==> src/rtl/fir_filter_pkg.sv <==
// -----------------------------------------------------------------------------
// fir_filter_pkg
//
// Shared definitions for the FIR accumulator bank:
//   - ovf_mode_e      : overflow handling mode (WRAP / SAT)
//   - signed_max/min  : two's-complement extremes for a given width, returned
//                       in a MAX_WIDTH container (callers keep the low bits)
//   - calc_ch_w       : channel index width, max(1, clog2(num_channels))
//   - mode_from_param : maps the integer SATURATE parameter onto ovf_mode_e
// -----------------------------------------------------------------------------
package fir_filter_pkg;

    typedef enum logic {
        WRAP = 1'b0,
        SAT  = 1'b1
    } ovf_mode_e;

    // Widest sample the helper functions can describe.
    localparam int MAX_WIDTH = 64;

    // 0111...1 in the low 'width' bits.
    function automatic logic [MAX_WIDTH-1:0] signed_max(input int width);
        logic [MAX_WIDTH-1:0] v;
        v = '0;
        for (int i = 0; i < MAX_WIDTH; i++) begin
            if (i < width - 1) begin
                v[i] = 1'b1;
            end
        end
        return v;
    endfunction

    // 1000...0 in the low 'width' bits.
    function automatic logic [MAX_WIDTH-1:0] signed_min(input int width);
        logic [MAX_WIDTH-1:0] v;
        v = '0;
        for (int i = 0; i < MAX_WIDTH; i++) begin
            if (i == width - 1) begin
                v[i] = 1'b1;
            end
        end
        return v;
    endfunction

    // A single channel still needs a 1-bit index port.
    function automatic int calc_ch_w(input int num_channels);
        return (num_channels <= 2) ? 1 : $clog2(num_channels);
    endfunction

    function automatic ovf_mode_e mode_from_param(input int saturate);
        return (saturate != 0) ? SAT : WRAP;
    endfunction

endpackage

==> src/rtl/fir_filter_sat_adder.sv <==
// -----------------------------------------------------------------------------
// fir_filter_sat_adder
//
// Combinational signed adder for one accumulation step.
//   a         : current accumulator value
//   b         : incoming product
//   overwrite : pass b through unchanged (first tap), never flags overflow
//   saturate  : 1 = clamp an overflowing sum, 0 = wrap modulo 2^WIDTH
//   result    : a + b (or b), possibly clamped
//   overflow  : signed overflow of a + b (operands same sign, sum sign differs)
// -----------------------------------------------------------------------------
module fir_filter_sat_adder
    import fir_filter_pkg::*;
#(
    parameter int WIDTH = 32
) (
    input  logic [WIDTH-1:0] a,
    input  logic [WIDTH-1:0] b,
    input  logic             overwrite,
    input  logic             saturate,
    output logic [WIDTH-1:0] result,
    output logic             overflow
);

    localparam logic [MAX_WIDTH-1:0] MAX_FULL = signed_max(WIDTH);
    localparam logic [MAX_WIDTH-1:0] MIN_FULL = signed_min(WIDTH);
    localparam logic [WIDTH-1:0]     POS_MAX  = MAX_FULL[WIDTH-1:0];
    localparam logic [WIDTH-1:0]     NEG_MIN  = MIN_FULL[WIDTH-1:0];

    logic [WIDTH-1:0] raw_sum;

    assign raw_sum = a + b;

    // NOTE: every output of a combinational block gets a default assignment
    // first, so no path through the block leaves it unassigned (no latch).
    always_comb begin
        result   = raw_sum;
        overflow = 1'b0;

        if (overwrite) begin
            result = b;
        end else begin
            overflow = (a[WIDTH-1] == b[WIDTH-1]) && (raw_sum[WIDTH-1] != a[WIDTH-1]);
            if (overflow && saturate) begin
                // Both operands share a sign, so a's sign tells the direction.
                result = a[WIDTH-1] ? NEG_MIN : POS_MAX;
            end
        end
    end

endmodule

==> src/rtl/fir_filter_accum_bank.sv <==
// -----------------------------------------------------------------------------
// fir_filter_accum_bank
//
// Registered, multi-channel accumulation stage of the FIR filter. Each
// time-interleaved channel owns one accumulator; a first tap overwrites it,
// later taps add to it, and a last tap emits the finished sample one cycle
// later through a valid/ready output register.
//
// Ports:
//   clk, rst              : clock, synchronous active-high reset
//   mult_corrected_in     : signed product for this tap
//   channel_in            : target accumulator (out-of-range: consumed, ignored)
//   valid_in              : product valid
//   first_tap_in          : overwrite accumulator instead of adding
//   last_tap_in           : this tap completes the output sample
//   ready_out             : product accepted this cycle when valid_in is high
//   accum_value_out       : completed filter output
//   channel_out           : channel of accum_value_out
//   output_valid_out      : result valid
//   output_ready_in       : downstream accepts result
//   overflow_out          : overflow in any tap of the presented result
//   overflow_sticky_out   : per-channel sticky overflow status
//   clear_sticky_in       : clear all sticky bits (a same-cycle set wins)
// -----------------------------------------------------------------------------
module fir_filter_accum_bank
    import fir_filter_pkg::*;
#(
    parameter  int OUTPUT_WIDTH = 32,
    parameter  int NUM_CHANNELS = 4,
    parameter  int SATURATE     = 1,
    localparam int CH_W         = calc_ch_w(NUM_CHANNELS)
) (
    input  logic                    clk,
    input  logic                    rst,
    input  logic [OUTPUT_WIDTH-1:0] mult_corrected_in,
    input  logic [CH_W-1:0]         channel_in,
    input  logic                    valid_in,
    input  logic                    first_tap_in,
    input  logic                    last_tap_in,
    output logic                    ready_out,
    output logic [OUTPUT_WIDTH-1:0] accum_value_out,
    output logic [CH_W-1:0]         channel_out,
    output logic                    output_valid_out,
    input  logic                    output_ready_in,
    output logic                    overflow_out,
    output logic [NUM_CHANNELS-1:0] overflow_sticky_out,
    input  logic                    clear_sticky_in
);

    localparam ovf_mode_e OVF_MODE = mode_from_param(SATURATE);

    logic [OUTPUT_WIDTH-1:0] acc [NUM_CHANNELS];
    logic [NUM_CHANNELS-1:0] pend_ovf;

    logic [NUM_CHANNELS-1:0] ch_hit;
    logic                    ch_valid;
    logic [OUTPUT_WIDTH-1:0] acc_sel;
    logic                    pend_sel;
    logic                    accept;
    logic [OUTPUT_WIDTH-1:0] sum;
    logic                    tap_ovf;
    logic                    result_ovf;

    // A new product may enter whenever the output register is empty or is
    // being drained this very cycle.
    assign ready_out = !output_valid_out || output_ready_in;
    assign accept    = valid_in && ready_out;

    // One-hot channel decode. An index >= NUM_CHANNELS hits nothing, which is
    // what makes out-of-range products vanish without touching any state.
    always_comb begin
        ch_hit   = '0;
        acc_sel  = '0;
        pend_sel = 1'b0;
        for (int i = 0; i < NUM_CHANNELS; i++) begin
            if (channel_in == CH_W'(i)) begin
                ch_hit[i] = 1'b1;
                acc_sel   = acc[i];
                pend_sel  = pend_ovf[i];
            end
        end
    end

    assign ch_valid = |ch_hit;

    fir_filter_sat_adder #(
        .WIDTH (OUTPUT_WIDTH)
    ) u_sat_adder (
        .a         (acc_sel),
        .b         (mult_corrected_in),
        .overwrite (first_tap_in),
        .saturate  (OVF_MODE == SAT),
        .result    (sum),
        .overflow  (tap_ovf)
    );

    // Overflow history for the sample in flight; a first tap starts it afresh.
    assign result_ovf = (first_tap_in ? 1'b0 : pend_sel) | tap_ovf;

    // NOTE: sequential state uses non-blocking assignments only, so every
    // register sees the pre-edge value of every other register.
    always_ff @(posedge clk) begin
        if (rst) begin
            // NOTE: the accumulator array is reset explicitly because a reset
            // must discard partial sums; a later non-first tap would otherwise
            // add onto stale data.
            for (int i = 0; i < NUM_CHANNELS; i++) begin
                acc[i] <= '0;
            end
            pend_ovf            <= '0;
            overflow_sticky_out <= '0;
            output_valid_out    <= 1'b0;
            accum_value_out     <= '0;
            channel_out         <= '0;
            overflow_out        <= 1'b0;
        end else begin
            for (int i = 0; i < NUM_CHANNELS; i++) begin
                if (accept && ch_hit[i]) begin
                    acc[i]      <= sum;
                    pend_ovf[i] <= result_ovf;
                end

                // Set has priority over a simultaneous clear.
                if (accept && ch_hit[i] && tap_ovf) begin
                    overflow_sticky_out[i] <= 1'b1;
                end else if (clear_sticky_in) begin
                    overflow_sticky_out[i] <= 1'b0;
                end
            end

            // A last-tap accept can only happen with ready_out high, so it
            // either fills an empty register or replaces one being drained.
            if (accept && ch_valid && last_tap_in) begin
                accum_value_out  <= sum;
                channel_out      <= channel_in;
                overflow_out     <= result_ovf;
                output_valid_out <= 1'b1;
            end else if (output_valid_out && output_ready_in) begin
                output_valid_out <= 1'b0;
            end
        end
    end

endmodule

==> config.mk <==
export PLATFORM = sky130hd
export DESIGN_NAME = fir_filter_accum_bank
export DESIGN_NICKNAME = d
export VERILOG_FILES = /design/src/rtl/fir_filter_pkg.sv /design/src/rtl/fir_filter_sat_adder.sv /design/src/rtl/fir_filter_accum_bank.sv
export SDC_FILE = /design/constraint.sdc
export NUM_CORES = 1
export LEC_CHECK = 0
export CAP_MARGIN = 10
export CORE_ASPECT_RATIO = 1.5
export CORE_MARGIN = 2
export CORE_UTILIZATION = 30
export DETAILED_ROUTE_END_ITERATION = 12
export PLACE_DENSITY = 0.55
export SLEW_MARGIN = 20
export SYNTH_ARGS = -nofsm -noshare
export SYNTH_HDL_FRONTEND = slang
export SYNTH_SLANG_ARGS = --single-unit
==> constraint.sdc <==
create_clock -name clk -period 6.7 [get_ports clk]
set_input_delay 0.67 -clock clk [delete_from_list [all_inputs] [get_ports clk]]
set_output_delay 0.67 -clock clk [all_outputs]
set_load 0.005 [all_outputs]
==> flow_results.xml <==
<?xml version="1.0" encoding="UTF-8"?>
<metrics>
  <group name="placed_design">
    <metric name="port-buffer-count" unit="">81</metric>
    <metric name="preCtsSetupSlack" unit="ps">1348</metric>
    <metric name="hpwl" unit="mm">18.19</metric>
    <metric name="gp_congestion" unit="">0.8822</metric>
  </group>
  <group name="worst_setup_path">
    <metric name="crit_path_cell_chain" unit="">buf_2, buf_4, mux4_2, ha_1, a21oi_1, o21ai_0, a211oi_1, o311ai_1, o21bai_1, nand2_1, a221oi_1, nor2_1</metric>
    <metric name="cp_max_fo" unit="">19</metric>
    <metric name="r2r_cells" unit="">10</metric>
    <metric name="critPathRequiredTime" unit="ps">6880</metric>
    <metric name="cp.arrival" unit="ps">5040</metric>
    <metric name="critPathLaunchType" unit="">input pin</metric>
    <metric name="standard_cell_with_the_maximum_stage_delay_on_the_critical_path" unit="">sky130_fd_sc_hd__a221oi_1</metric>
    <metric name="cp.buffers_inverters" unit="">2</metric>
    <metric name="path_depth" unit="">12</metric>
    <metric name="worst_path_dominant_cell_family" unit="">compound AO/OA/AOI/OAI gates</metric>
    <metric name="max_stage_delay" unit="ps">700</metric>
    <metric name="critical_path_end_type" unit="">flop</metric>
    <metric name="crit_type" unit="">in -&gt; reg</metric>
  </group>
  <group name="clocking">
    <metric name="cts_buffers" unit="">17</metric>
    <metric name="cts_max_level" unit="">4</metric>
    <metric name="cts_tree" unit="">built</metric>
    <metric name="path_clk_slew" unit="ps">60</metric>
    <metric name="tritoncts_num_sinks" unit="">172</metric>
    <metric name="post-cts-setup-buffers" unit="">0</metric>
    <metric name="bufs_on_longest_clock_path" unit="">2</metric>
    <metric name="post_cts.resized_instances" unit="">0</metric>
    <metric name="cts_root_buf" unit="">sky130_fd_sc_hd__clkbuf_16</metric>
    <metric name="clock_latency" unit="ps">450</metric>
    <metric name="post_cts_hold_buffer_count" unit="">0</metric>
  </group>
  <group name="global_routing">
    <metric name="grt_pass1_wl" unit="mm">41.00</metric>
    <metric name="globalRoute.totalOverflow" unit="">0</metric>
    <metric name="via_count_of_the_first_global_routing_pass" unit="">7021</metric>
    <metric name="antenna_found_initial" unit="">0</metric>
    <metric name="globalRouteTotalUtil" unit="">0.1719</metric>
    <metric name="grt_max_degree" unit="">46</metric>
  </group>
  <group name="timing">
    <metric name="worst_slew_slack_as_a_fraction_of_its_limit" unit="">0.3769</metric>
    <metric name="grt_setup_unrepaired" unit="">false</metric>
    <metric name="post-route-min-period" unit="ps">4858</metric>
    <metric name="final-hold-violation-count" unit="">0</metric>
    <metric name="fin_crit_sh" unit="">0.7251</metric>
    <metric name="timing.setup.tns" unit="ps">0</metric>
    <metric name="report.final.slew_viol_count" unit="">0</metric>
    <metric name="fmax" unit="GHz">0.2059</metric>
    <metric name="fin_ws" unit="ps">1842</metric>
    <metric name="tightest_slew" unit="ps">934.6</metric>
    <metric name="setup_viol" unit="">0</metric>
    <metric name="fin_worst_skew" unit="ps">9.847</metric>
  </group>
  <group name="detailed_routing">
    <metric name="route.detailed.drc" unit="">0</metric>
    <metric name="routed_wirelength" unit="mm">26.87</metric>
    <metric name="route.detailed.vias_per_inst" unit="">5.272</metric>
    <metric name="routed_wire_length_per_instance" unit="µm">20.61</metric>
    <metric name="drt_pre_antenna_iters" unit="">4</metric>
    <metric name="ant_nets" unit="">0</metric>
    <metric name="detailedRoute.firstIterationViolations" unit="">405</metric>
    <metric name="via_count" unit="">6875</metric>
  </group>
  <group name="worst_hold_path">
    <metric name="min_delay_path_depth" unit="">2</metric>
    <metric name="min_path_type" unit="">reg -&gt; reg</metric>
  </group>
  <group name="layout">
    <metric name="multiInputGateArea" unit="mm²">0.004144</metric>
    <metric name="seqCellArea" unit="mm²">0.004725</metric>
    <metric name="antenna-diode-count" unit="">0</metric>
    <metric name="syn_to_final_growth" unit="%">21.00</metric>
    <metric name="post_route_cells_drive_above_1_share" unit="">0.1162</metric>
    <metric name="finalNetCount" unit="">965</metric>
    <metric name="layout.filler_cells" unit="">3049</metric>
  </group>
  <group name="power_and_ir_drop">
    <metric name="power_leakage" unit="nW">3.938</metric>
    <metric name="power_density" unit="mW/mm²">269.4</metric>
    <metric name="vdd.ir_drop.worst" unit="mV">0.1175</metric>
  </group>
  <group name="synth">
    <metric name="ys_seq_area_frac" unit="">0.5193</metric>
    <metric name="ys.flop_type" unit="">sky130_fd_sc_hd__edfxtp_1</metric>
    <metric name="synthDistinctLibCells" unit="">63</metric>
    <metric name="number_of_enable_flip_flop_cells_after_synthesis" unit="">128</metric>
    <metric name="synthArstFlopShare" unit="">0</metric>
    <metric name="synth_warnings" unit="">0</metric>
    <metric name="synthesis.area" unit="mm²">0.009097</metric>
    <metric name="synth-seq-cells" unit="">172</metric>
    <metric name="synth_area_per_cell" unit="µm²">10.97</metric>
    <metric name="post_synth_inst_count" unit="">829</metric>
    <metric name="number_of_nets_in_the_synthesized_netlist" unit="">903</metric>
  </group>
  <group name="floorplan">
    <metric name="std_cell_rows" unit="">78</metric>
    <metric name="die_height" unit="µm">217.3</metric>
    <metric name="core_area" unit="mm²">0.03006</metric>
    <metric name="chipWidth" unit="µm">146.2</metric>
    <metric name="area_of_the_die" unit="mm²">0.03176</metric>
    <metric name="effective_utilization_at_floorplan" unit="">0.3027</metric>
    <metric name="boundaryPins" unit="">82</metric>
  </group>
  <group name="status">
    <metric name="outcome" unit="">completed</metric>
  </group>
  <group name="job">
    <metric name="cap_viol_max_count" unit="">0</metric>
  </group>
</metrics>
## layout make-up
class,instances,area share
Clock inverter,10,0.01694
Tap cell,400,0.04546
Inverter,12,0.004092
Clock buffer,22,0.04308
Timing Repair Buffer,96,0.08479
Multi-Input combinational cell,592,0.3764
Sequential cell,172,0.4292
## synthesized netlist by cell type, types with 11 or more instances
| cell type | n | area share |
|---|---|---|
| sky130_fd_sc_hd__nor2_1 | 160 | 0.066 |
| sky130_fd_sc_hd__edfxtp_1 | 128 | 0.42 |
| sky130_fd_sc_hd__a21oi_1 | 49 | 0.027 |
| sky130_fd_sc_hd__nand2_1 | 46 | 0.019 |
| sky130_fd_sc_hd__dfxtp_1 | 44 | 0.097 |
| sky130_fd_sc_hd__o21ai_0 | 44 | 0.024 |
| sky130_fd_sc_hd__clkbuf_1 | 39 | 0.016 |
| sky130_fd_sc_hd__mux4_2 | 33 | 0.082 |
| sky130_fd_sc_hd__ha_1 | 32 | 0.044 |
| sky130_fd_sc_hd__o22ai_1 | 20 | 0.014 |
| sky130_fd_sc_hd__xnor2_1 | 18 | 0.017 |
| sky130_fd_sc_hd__a211oi_1 | 17 | 0.014 |
| sky130_fd_sc_hd__nand3b_1 | 16 | 0.013 |
| sky130_fd_sc_hd__nor3_1 | 16 | 0.0088 |
| sky130_fd_sc_hd__nand3_1 | 12 | 0.0066 |
| sky130_fd_sc_hd__o21a_1 | 12 | 0.0099 |
| sky130_fd_sc_hd__inv_1 | 11 | 0.0045 |
## state kept, by name, summed over array words and instances (netlist names)
name,count
overflow_sticky_out,4
pend_ovf,4
overflow_out,1
accum_value_out,32
channel_out,2
output_valid_out,1
acc,128
## metal layers
metal  track usage  up-vias  wire length (µm)
met2        0.3253      154             14760
met1        0.1920     3453             10680
met4       0.06505        0               569
met5             0        -                 0
li1              -     3230                 -
met3       0.02809       38               856
## tightest hold or removal path: cells and delay by family, from the launching register on
kind / cells / cell delay (ps)
AO/OA/AOI/OAI: 1 / 50
flip-flops: 1 / 330
AND/OR/NAND/NOR: 1 / 50
## final timing paths
| check | from | endpoint | slack (ps) |
|---|---|---|---|
| worst max-delay path | channel_in[0] | acc[2][30] | 1840 |
| worst min-delay path | overflow_sticky_out[1] | overflow_sticky_out[1] | 460 |
| worst max register to register | acc[3][16] | acc[2][30] | 2490 |
| worst min register to register | overflow_sticky_out[1] | overflow_sticky_out[1] | 460 |
## cells in the final DEF (no fill, tap or decap), drive strengths merged, types with 3 or more instances in the layout
| master | n |
|---|---|
| nor2 | 161 |
| edfxtp | 128 |
| clkdlybuf4s50 | 78 |
| a21oi | 50 |
| o21ai | 48 |
| nand2 | 46 |
| dfxtp | 44 |
| mux4 | 33 |
| ha | 32 |
| clkbuf | 22 |
| o22ai | 20 |
| a211oi | 20 |
| xnor2 | 18 |
| buf | 18 |
| nor3 | 16 |
| nand3b | 16 |
| nand3 | 12 |
| o21a | 12 |
| inv | 11 |
| a221oi | 11 |
| nor3b | 10 |
| a21o | 9 |
| xor2 | 7 |
| nand2b | 6 |
| nand4 | 6 |
| o31ai | 6 |
| o21bai | 6 |
| clkinv | 6 |
| or2 | 5 |
| and3 | 5 |
| bufinv | 5 |
| or3 | 5 |
| o211ai | 3 |
| a31oi | 3 |
## metrics by stage
step	instances	util	hold slack, ps	total power [mW]	cell area (µm²)
global route	1304	0.3662	485.2	3.082	11010
global placement	1272	0.3442	442.9	1.868	10350
detailed placement	1272	0.3442	445.0	1.871	10350
finish	1304	0.3662	458.6	2.966	11010
CTS	1304	0.3662	458.7	2.986	11010
floorplan	829	-	448.9	1.659	9097
## power by group
group | internal (mW) | total [mW] | switching (mW)
registers | 1.21 | 1.23 | 0.0218
logic | 0.246 | 0.614 | 0.368
clock network | 0.692 | 1.12 | 0.427
## cells by family (layout without fill, tap and decap cells)
group,count (synthesis),after routing,share of synthesized area
simple gates,296,296,0.1490
compound gates,203,203,0.1491
flops,172,172,0.5193
buf+inv,65,140,0.02833
mux,35,35,0.08403
fa+ha+maj,33,33,0.04621
xor+xnor,25,25,0.02407
Note: power is estimated with default switching activity, not from simulation.
